File: src/rtl/alu_pkg.sv
// Shared ALU types: opcodes, error codes, FSM states, fixed latencies and the result function.
// Purely declarative; no clocked logic lives here.
package alu_pkg;

  typedef enum logic [1:0] {
    OP_ADD = 2'b00,
    OP_SUB = 2'b01,
    OP_MUL = 2'b10,
    OP_DIV = 2'b11
  } op_t;

  typedef enum logic [1:0] {
    ERR_OK      = 2'b00,
    ERR_DIV0    = 2'b01,
    ERR_TIMEOUT = 2'b10
  } err_t;

  typedef enum logic [1:0] {
    REQ_IDLE,
    REQ_ISSUE,
    REQ_WAIT,
    REQ_RESP
  } req_state_t;

  typedef enum logic [1:0] {
    ALU_IDLE,
    ALU_CALC,
    ALU_DIVIDE,
    ALU_FINISH
  } alu_state_t;

  // Cycles from the start pulse to the done pulse.
  localparam int CALC_LAT = 2;
  localparam int DIV_LAT  = 33;

  // Division carries one fixed decimal place: floor(a*10/b).
  function automatic logic [31:0] alu_compute(input logic [15:0] a, input logic [15:0] b,
                                              input op_t op);
    logic [31:0] wa;
    logic [31:0] wb;
    wa = {16'b0, a};
    wb = {16'b0, b};
    case (op)
      OP_ADD:  return wa + wb;
      OP_SUB:  return wa - wb;
      OP_MUL:  return wa * wb;
      default: return (wb == 32'd0) ? 32'd0 : (wa * 32'd10) / wb;
    endcase
  endfunction

endpackage

File: src/rtl/watchdog_timer.sv
// WAIT-cycle watchdog: clear loads 1 (the first counted cycle), enable advances the count.
// expired is high while enabled at the terminal count TIMEOUT_CYCLES.
module watchdog_timer #(
  parameter int TIMEOUT_CYCLES = 40
) (
  input  logic clk,
  input  logic rst_n,
  input  logic clear,
  input  logic enable,
  output logic expired
);

  localparam int W = $clog2(TIMEOUT_CYCLES + 1);

  logic [W-1:0] count;

  always_ff @(posedge clk or negedge rst_n) begin
    if (!rst_n) begin
      count <= '0;
    end else if (clear) begin
      count <= W'(1);
    end else if (enable && !expired) begin
      count <= count + W'(1);
    end
  end

  assign expired = enable && (count == W'(TIMEOUT_CYCLES));

endmodule

File: src/rtl/alu_requester.sv
// ALU client: one command in flight, start pulse one cycle after accept, response held until rsp_ready.
// Divide-by-zero answered locally; a watchdog turns a hung ALU into a TIMEOUT response.
module alu_requester
  import alu_pkg::*;
#(
  parameter int TIMEOUT_CYCLES = 40
) (
  input  logic        clk,
  input  logic        rst_n,
  input  logic        cmd_valid,
  output logic        cmd_ready,
  input  logic [15:0] cmd_num1,
  input  logic [15:0] cmd_num2,
  input  logic [1:0]  cmd_op,
  output logic        alu_start,
  output logic [15:0] alu_num1,
  output logic [15:0] alu_num2,
  output logic [1:0]  alu_op_code,
  input  logic [31:0] alu_result,
  input  logic        alu_is_division,
  input  logic        alu_done,
  output logic        rsp_valid,
  input  logic        rsp_ready,
  output logic [31:0] rsp_result,
  output logic        rsp_is_division,
  output logic [1:0]  rsp_err
);

  req_state_t  state, state_nxt;
  logic        ready_en;
  op_t         op_q;
  err_t        err_q;
  logic        accept;
  logic        div0;
  logic        timer_clear;
  logic        timer_en;
  logic        timer_expired;

  // ready_en keeps cmd_ready low while reset is held even though the state is IDLE.
  assign cmd_ready   = ready_en && (state == REQ_IDLE);
  assign accept      = cmd_ready && cmd_valid;
  assign div0        = (op_t'(cmd_op) == OP_DIV) && (cmd_num2 == 16'd0);
  assign alu_start   = (state == REQ_ISSUE);
  assign rsp_valid   = (state == REQ_RESP);
  assign alu_op_code = op_q;
  assign rsp_err     = err_q;

  always_comb begin
    state_nxt   = state;
    timer_clear = 1'b0;
    timer_en    = 1'b0;
    case (state)
      REQ_IDLE:  if (accept) state_nxt = div0 ? REQ_RESP : REQ_ISSUE;
      REQ_ISSUE: begin
        timer_clear = 1'b1;
        state_nxt   = REQ_WAIT;
      end
      REQ_WAIT: begin
        timer_en = 1'b1;
        if (alu_done || timer_expired) state_nxt = REQ_RESP;
      end
      REQ_RESP:  if (rsp_ready) state_nxt = REQ_IDLE;
      default:   state_nxt = REQ_IDLE;
    endcase
  end

  always_ff @(posedge clk or negedge rst_n) begin
    if (!rst_n) begin
      state           <= REQ_IDLE;
      ready_en        <= 1'b0;
      alu_num1        <= '0;
      alu_num2        <= '0;
      op_q            <= OP_ADD;
      rsp_result      <= '0;
      rsp_is_division <= 1'b0;
      err_q           <= ERR_OK;
    end else begin
      state    <= state_nxt;
      ready_en <= 1'b1;
      if (accept) begin
        alu_num1 <= cmd_num1;
        alu_num2 <= cmd_num2;
        op_q     <= op_t'(cmd_op);
        if (div0) begin
          rsp_result      <= '0;
          rsp_is_division <= 1'b1;
          err_q           <= ERR_DIV0;
        end
      end
      // done outranks a coincident timeout.
      if (state == REQ_WAIT) begin
        if (alu_done) begin
          rsp_result      <= alu_result;
          rsp_is_division <= alu_is_division;
          err_q           <= ERR_OK;
        end else if (timer_expired) begin
          rsp_result      <= '0;
          rsp_is_division <= (op_q == OP_DIV);
          err_q           <= ERR_TIMEOUT;
        end
      end
    end
  end

  watchdog_timer #(
    .TIMEOUT_CYCLES(TIMEOUT_CYCLES)
  ) u_watchdog (
    .clk    (clk),
    .rst_n  (rst_n),
    .clear  (timer_clear),
    .enable (timer_en),
    .expired(timer_expired)
  );

endmodule

File: config.mk
export PLATFORM = sky130hd
export DESIGN_NAME = alu_requester
export DESIGN_NICKNAME = d
export VERILOG_FILES = /design/src/rtl/alu_pkg.sv /design/src/rtl/watchdog_timer.sv /design/src/rtl/alu_requester.sv
export SDC_FILE = /design/constraint.sdc
export NUM_CORES = 1
export LEC_CHECK = 0
export ABC_AREA = 1
export BUFFER_PORTS_ARGS = -buffer_cell sky130_fd_sc_hd__buf_2
export CAP_MARGIN = 0
export CORE_ASPECT_RATIO = 0.5
export CORE_MARGIN = 2
export CORE_UTILIZATION = 35
export DETAILED_ROUTE_END_ITERATION = 12
export SYNTH_ARGS = -nofsm -noshare
export SYNTH_HDL_FRONTEND = slang
export SYNTH_SLANG_ARGS = --single-unit
File: constraint.sdc
create_clock -name clk -period 1.93 [get_ports clk]
set_input_delay 0.579 -clock clk [delete_from_list [all_inputs] [get_ports clk]]
set_output_delay 0.579 -clock clk [all_outputs]
set_load 0.03 [all_outputs]
* Word-level counts from Yosys, hierarchy flattened *
Cells that the tools add are included.

storage, ports and cells
  register bits = 78
  input port bits = 72
  output and inout bits = 72
  word-level logic and storage cells = 54

cells by class
  add/sub/neg operators = 1
  eq/ne operators = 9
  muxes and demuxes = 24
  reduce and logical (&&, ||, !) cells = 11

operators by type and width
  kind                 count
  $mux 32              5
  $mux 2               9
  $logic_not 16->1     1
  $mux 6               2
  $eq 2x2->1 const B   4
  $pmux 2 s4           1
  $mux 1               7
  $add 6x1->6 const B  1
  $eq 6x6->1 const B   1
  $logic_and 1x1->1    5
  $ne 2x2->1 const B   2
  $reduce_and 3->1     1
  $eq 2x1->1 const B   1
  $logic_not 2->1      1
  $ne 2x1->1 const B   1
  $reduce_bool 2->1    1
  $logic_not 1->1      1
  $logic_or 1x1->1     1

* Longest topological paths before layout *
  depth in word-level cells = 7
  mapped depth = 11
  depth with buffers taken out = 10

* Modules after synthesis *
From an unflattened synthesis, not the netlist that was laid out.

second synthesis, totals
  cell total of the unflattened synthesis = 396
  area, all modules = 3498.4 µm²

modules (own cells, without submodules)
  module          times used  cells an instance  area each (µm²)  seq. area each (µm²)
  alu_requester   1           344                3113.0           1801.7
  watchdog_timer  1           52                 385.4            150.1

* Worst setup path after synthesis *
No wires, ideal clock.

  path type = register to register
  start = register state[0]
  end = register rsp_result[10]
  library setup time = 0.118 ns
  arrival time = 1.435 ns
  required time = 1.812 ns
  setup slack = 0.377 ns
  cell stages (with the launch flop) = 11
  path buffers = 1
  period minus slack after synthesis = 1.553 ns
  cell sequence = dfrtp_1 inv_1 ha_1 nand2_1 inv_2 nand2_2 inv_2 nand3_4 buf_6 nand3_2 nand2_1

on the way
  word-level cells in the longest chain between the ends = 7
  elaborated cells on any way between the ends = 10
  classes of those cells = 1 x eq/ne; 5 x mux; 4 x reduce/logical

RTL lines
  item                      line                 RTL
  start: declaration        alu_requester.sv:29  req_state_t state, state_nxt;
  start signal: assignment  alu_requester.sv:78  state <= state_nxt;
  $logic_not 2->1 *         alu_requester.sv:40  assign cmd_ready = ready_en && (state == REQ_IDLE);
  $logic_and 1x1->1 *       alu_requester.sv:40
  net cmd_ready             alu_requester.sv:11  output logic cmd_ready,
  $logic_and 1x1->1 *       alu_requester.sv:41  assign accept = cmd_ready && cmd_valid;
  $mux 32 *                 alu_requester.sv:80  if (accept) begin
  $mux 32                   alu_requester.sv:96  end else if (timer_expired) begin
  $mux 32                   alu_requester.sv:92  if (alu_done) begin
  $mux 32 *                 alu_requester.sv:91  if (state == REQ_WAIT) begin
  end signal: assignment    alu_requester.sv:93  rsp_result <= alu_result;
  end: declaration          alu_requester.sv:24  output logic [31:0] rsp_result,

The timed path passes the listed nets; every way through them passes the cells marked *.
A chain may end at the register's enable or synchronous reset.

* Final worst setup path *
  start = register state[0]
  end = output cmd_ready

on the way
  word-level cells in the longest chain between the ends = 2

RTL lines
  item               line
  $logic_not 2->1    alu_requester.sv:40
  $logic_and 1x1->1  alu_requester.sv:40
  end: declaration   alu_requester.sv:11

Every way passes these cells.

==> impl_results.html <==
<table>
<tr><th>Metric</th><th>Value</th></tr>
<tr><th colspan="2">Timing</th></tr>
<tr><td>Achievable frequency</td><td>535 MHz</td></tr>
<tr><td>Setup TNS Final</td><td>0 ns</td></tr>
<tr><td>Final hold violation count</td><td>0</td></tr>
<tr><td>Final setup viols</td><td>0</td></tr>
<tr><td>Final setup margin</td><td>0.0594 ns</td></tr>
<tr><td>Setup repair after global routing missed its margin</td><td>false</td></tr>
<tr><td>Final clock period utilization by the worst path</td><td>96.9%</td></tr>
<tr><td>Max Clock Skew</td><td>0.00510 ns</td></tr>
<tr><td>Post-Route Hold Slack</td><td>0.152 ns</td></tr>
<tr><td>Number of max-slew violations in the final report</td><td>0</td></tr>
<tr><td>Post-route minimum period</td><td>1.87 ns</td></tr>
<tr><th colspan="2">Placed design</th></tr>
<tr><td>Placement Setup Slack</td><td>0.285 ns</td></tr>
<tr><td>HPWL after DPL</td><td>5860 microns</td></tr>
<tr><td>Cell area after placement</td><td>0.00443 sq mm</td></tr>
<tr><td># port buffers</td><td>143</td></tr>
<tr><td>Gp weighted congestion</td><td>0.775</td></tr>
<tr><th colspan="2">Layout</th></tr>
<tr><td>Share of layout cells above drive strength 1</td><td>40.1%</td></tr>
<tr><td>Area Growth Syn to Fin</td><td>32.8%</td></tr>
<tr><td># diodes</td><td>0</td></tr>
<tr><td>Final #Nets</td><td>615</td></tr>
<tr><td>Final instance area</td><td>0.00476 sq mm</td></tr>
<tr><td>Number of fill cells in the layout</td><td>1024</td></tr>
<tr><th colspan="2">Setup path</th></tr>
<tr><td>Worst-path fanout max</td><td>4</td></tr>
<tr><td>Slack of the worst reg-to-reg path</td><td>0.35 ns</td></tr>
<tr><td>Setup crit end kind</td><td>primary output</td></tr>
<tr><td>Worst endpoint required time</td><td>1.35 ns</td></tr>
<tr><td>Terminus of the critical flop-to-flop path</td><td>rsp_is_division$_DFF_PN0_</td></tr>
<tr><td>Crit-path cells</td><td>inv_2, ha_2, nand2_1, inv_2, buf_4</td></tr>
<tr><td>Worst setup path category</td><td>reg -&gt; out</td></tr>
<tr><td>Critical path's top delay family</td><td>flip-flops</td></tr>
<tr><td>CP Launch Type</td><td>flip-flop</td></tr>
<tr><td>Critical path's largest stage delay</td><td>0.42 ns</td></tr>
<tr><td>CP arrival</td><td>1.29 ns</td></tr>
<tr><td>Logic depth of the worst register-to-register path</td><td>11</td></tr>
<tr><td>Most common cell type on the critical path</td><td>sky130_fd_sc_hd__inv_2</td></tr>
<tr><td>Slowest cell on the critical path</td><td>sky130_fd_sc_hd__dfrtp_1</td></tr>
<tr><td>Worst path buffer plus inverter count</td><td>3</td></tr>
<tr><td>Startpoint of the worst-slack reg-to-reg timing path</td><td>state[0]$_DFFE_PN0P_</td></tr>
<tr><th colspan="2">Synthesis</th></tr>
<tr><td>Distinct cell type count after synthesis</td><td>27</td></tr>
<tr><td>Post-synth top area share</td><td>54.5%</td></tr>
<tr><td>Leading area contributor after synthesis</td><td>sky130_fd_sc_hd__dfrtp_1</td></tr>
<tr><td>Synthesized netlist net count</td><td>468</td></tr>
<tr><td>Average cell area after synthesis</td><td>9.22 sq um</td></tr>
<tr><td>Top cells by area in the synthesized netlist</td><td>sky130_fd_sc_hd__dfrtp_1 (54%), sky130_fd_sc_hd__nand2_1 (19%), sky130_fd_sc_hd__nand3_2 (8.7%)</td></tr>
<tr><td>Netlist Area Pre-Place</td><td>0.00358 sq mm</td></tr>
<tr><td>Synth Warn #</td><td>0</td></tr>
<tr><td>Sequential-to-total area share from yosys stat</td><td>54.5%</td></tr>
<tr><td>Synthesized instance count</td><td>389</td></tr>
<tr><td>Total of flip-flops plus latches after synthesis</td><td>78</td></tr>
<tr><th colspan="2">Power and ir drop</th></tr>
<tr><td>PwrDens</td><td>1750 mW/mm^2</td></tr>
<tr><td>Worst vdd rail ir drop</td><td>0.687 mV</td></tr>
<tr><td>Leak</td><td>2.69 nW</td></tr>
<tr><th colspan="2">Floorplan</th></tr>
<tr><td>Horizontal extent of the die</td><td>147 microns</td></tr>
<tr><td>Number of top-level design ports</td><td>144</td></tr>
<tr><td>Total number of placement rows</td><td>26</td></tr>
<tr><td>Initial Util</td><td>35.5%</td></tr>
<tr><td>Die boundary height</td><td>75.6 microns</td></tr>
<tr><td>Overall die area</td><td>0.0111 sq mm</td></tr>
<tr><td>Floorplan core area</td><td>0.0101 sq mm</td></tr>
<tr><th colspan="2">Clock network</th></tr>
<tr><td>Maximum clock insertion buffer count</td><td>2</td></tr>
<tr><td>Count of hold-fix buffers inserted at cts</td><td>0</td></tr>
<tr><td>Num CTS Buffers</td><td>9</td></tr>
<tr><td>Clock Sinks</td><td>78</td></tr>
<tr><td>Clock-pin transition on the worst setup and hold timing paths</td><td>0.06 ns</td></tr>
<tr><td>Worst-Skew Late Latency</td><td>0.33 ns</td></tr>
<tr><td>Clock tree from TritonCTS</td><td>done</td></tr>
<tr><td>H-tree depth reported by CTS</td><td>3</td></tr>
<tr><td>CTS root buf</td><td>sky130_fd_sc_hd__clkbuf_16</td></tr>
<tr><th colspan="2">Routing</th></tr>
<tr><td>Iteration count of the initial detailed-routing pass</td><td>4</td></tr>
<tr><td>Count of antenna-violating nets left after detailed routing</td><td>0</td></tr>
<tr><td>Routed vias/inst</td><td>4.32</td></tr>
<tr><td>Detailed Route WL</td><td>8230 microns</td></tr>
<tr><td>Number of DRC violations after detailed routing</td><td>0</td></tr>
<tr><td>Iter 0 DRT Violations</td><td>110</td></tr>
<tr><td>Vias post-DR</td><td>2945</td></tr>
<tr><td>Routed length per placed instance</td><td>12.1 microns</td></tr>
<tr><th colspan="2">Global route</th></tr>
<tr><td>Number of global-route vias before repair</td><td>2752</td></tr>
<tr><td>Total routing resource utilization after global routing</td><td>15.2%</td></tr>
<tr><td>Overflow left after global routing</td><td>0</td></tr>
<tr><td>Pin count of the biggest net entering global routing</td><td>37</td></tr>
<tr><td>Initial antenna violation count</td><td>0</td></tr>
<tr><td>First-pass GRT wire length</td><td>13100 microns</td></tr>
<tr><th colspan="2">Run</th></tr>
<tr><td>Maximum capacitance violations</td><td>0</td></tr>
<tr><th colspan="2">Outcome</th></tr>
<tr><td>Result of the run</td><td>completed</td></tr>
<tr><th colspan="2">Worst hold path</th></tr>
<tr><td>Classification of the worst-slack hold path</td><td>in -&gt; async</td></tr>
</table>
==> worst max path at each step <==
stage	slack (ns)	from	depth (start not counted)	to
CTS	0.005	state[1]$_DFFE_PN0P_	5	cmd_ready
floorplan	0.38	state[0]$_DFFE_PN0P_	10	rsp_result[10]$_DFF_PN0_
detailed placement	0.29	cmd_num2[3]	8	rsp_result[0]$_DFF_PN0_
global placement	0.30	state[0]$_DFFE_PN0P_	11	rsp_is_division$_DFF_PN0_
finish	0.06	state[0]$_DFFE_PN0P_	5	cmd_ready
global route	0.001	state[1]$_DFFE_PN0P_	5	cmd_ready
==> power by group <==
part | switching (mW) | leakage, nW | internal [mW]
sequential | 0.437 | 0.983 | 2.37
clock | 0.639 | 0.150 | 1.17
combinational | 2.55 | 1.56 | 1.15
total | 3.63 | 2.69 | 4.69
==> synthesized netlist by cell type <==
master and number:
sky130_fd_sc_hd__o21ai_1 1, sky130_fd_sc_hd__nor2_1 10, sky130_fd_sc_hd__ha_1 7, sky130_fd_sc_hd__inv_2 4
sky130_fd_sc_hd__conb_1 1, sky130_fd_sc_hd__nand3_1 13, sky130_fd_sc_hd__nor2_4 2, sky130_fd_sc_hd__a22oi_2 1
sky130_fd_sc_hd__buf_2 9, sky130_fd_sc_hd__inv_1 16, sky130_fd_sc_hd__a21oi_1 2, sky130_fd_sc_hd__nand2_2 4
sky130_fd_sc_hd__buf_12 3, sky130_fd_sc_hd__a21oi_2 1, sky130_fd_sc_hd__o21ai_0 9, sky130_fd_sc_hd__xor2_1 3
sky130_fd_sc_hd__nand4_1 1, sky130_fd_sc_hd__nor2_2 2, sky130_fd_sc_hd__clkinv_1 2, sky130_fd_sc_hd__nand3_4 1
sky130_fd_sc_hd__nand2_4 1, sky130_fd_sc_hd__buf_6 4, sky130_fd_sc_hd__nand3_2 31, sky130_fd_sc_hd__nor3_1 1
sky130_fd_sc_hd__dfrtp_1 78, sky130_fd_sc_hd__nand2_1 181, sky130_fd_sc_hd__inv_6 1
==> sequential cells by signal, indices dropped and copies added, names as in the netlist <==
register and flops:
alu_op_code 2, ready_en 1, state 2, u_watchdog.count 6
rsp_is_division 1, alu_num1 16, rsp_err 2, rsp_result 32
alu_num2 16
==> through the flow <==
stage / power (mW) / utilization [%] / cells
global route: 8.92 / 47.2 / 681
CTS: 8.43 / 47.1 / 680
detailed placement: 6.56 / 43.9 / 664
floorplan: 5.46 / - / 389
global placement: 6.50 / 43.9 / 664
finish: 8.32 / 47.2 / 681
==> cell type report <==
cell class | instances | area, sq um | share of cell area, %
clock buffer | 13 | 250 | 5.26
tap | 140 | 175 | 3.68
multi-input combinational | 272 | 1400 | 29.3
timing repair buffer | 152 | 828 | 17.4
sequential | 78 | 1950 | 41.0
clock inverter | 3 | 67.6 | 1.42
inverter | 23 | 91.3 | 1.92
==> worst reg2reg max path: stages (launching register included) <==
cell and delay [ns]:
sky130_fd_sc_hd__dfrtp_1 0.41, sky130_fd_sc_hd__inv_2 0.07, sky130_fd_sc_hd__ha_2 0.19, sky130_fd_sc_hd__nand2_1 0.07, sky130_fd_sc_hd__inv_2 0.04, sky130_fd_sc_hd__nand2_2 0.08
sky130_fd_sc_hd__inv_2 0.07, sky130_fd_sc_hd__nand3_4 0.08, sky130_fd_sc_hd__buf_12 0.24, sky130_fd_sc_hd__nand2_1 0.11, sky130_fd_sc_hd__nand2_2 0.06, sky130_fd_sc_hd__nand2_1 0.04
==> placed cells by master, fill, tap and decap left out, types with 2 or more instances in the layout <==
cell                        count
sky130_fd_sc_hd__nor2_2         2
sky130_fd_sc_hd__xor2_1         3
sky130_fd_sc_hd__inv_2          6
sky130_fd_sc_hd__nand2_2        4
sky130_fd_sc_hd__buf_2        140
sky130_fd_sc_hd__ha_1           5
sky130_fd_sc_hd__nor2_1        10
sky130_fd_sc_hd__buf_12         3
sky130_fd_sc_hd__nand3_1       13
sky130_fd_sc_hd__a21oi_1        2
sky130_fd_sc_hd__o21ai_0        9
sky130_fd_sc_hd__nand3_2       31
sky130_fd_sc_hd__ha_2           2
sky130_fd_sc_hd__inv_1         14
sky130_fd_sc_hd__nand2_1      181
sky130_fd_sc_hd__clkbuf_1       3
sky130_fd_sc_hd__bufinv_16      2
sky130_fd_sc_hd__dfrtp_1       78
sky130_fd_sc_hd__nor2_4         2
sky130_fd_sc_hd__clkinv_1       2
sky130_fd_sc_hd__clkbuf_16      9
sky130_fd_sc_hd__buf_4          9
==> logic make-up after synthesis <==
logic type,count (synthesis),synth area share (%)
flip-flops,78,54.5
AO/OA/AOI/OAI,14,2.27
XOR/XNOR,3,0.733
adder cells (fa/ha/maj),7,2.44
other,1,0.105
buffers and inverters,39,6.74
AND/OR/NAND/NOR,247,33.3
==> metal layers <==
layer,track usage (%),wire (microns),up-vias
met4,4.49,106,0
met3,5.51,437,8
met1,19.1,3710,1370
met5,0,0,-
li1,-,-,1502
met2,25.4,3980,65
==> what timing repair did <==
item                                    CTS  global route
buffers inserted                          0             1
endpoints found under the setup margin    2             2
gates resized for setup                   2             4
No activity file was read; power rests on OpenSTA's default activity.
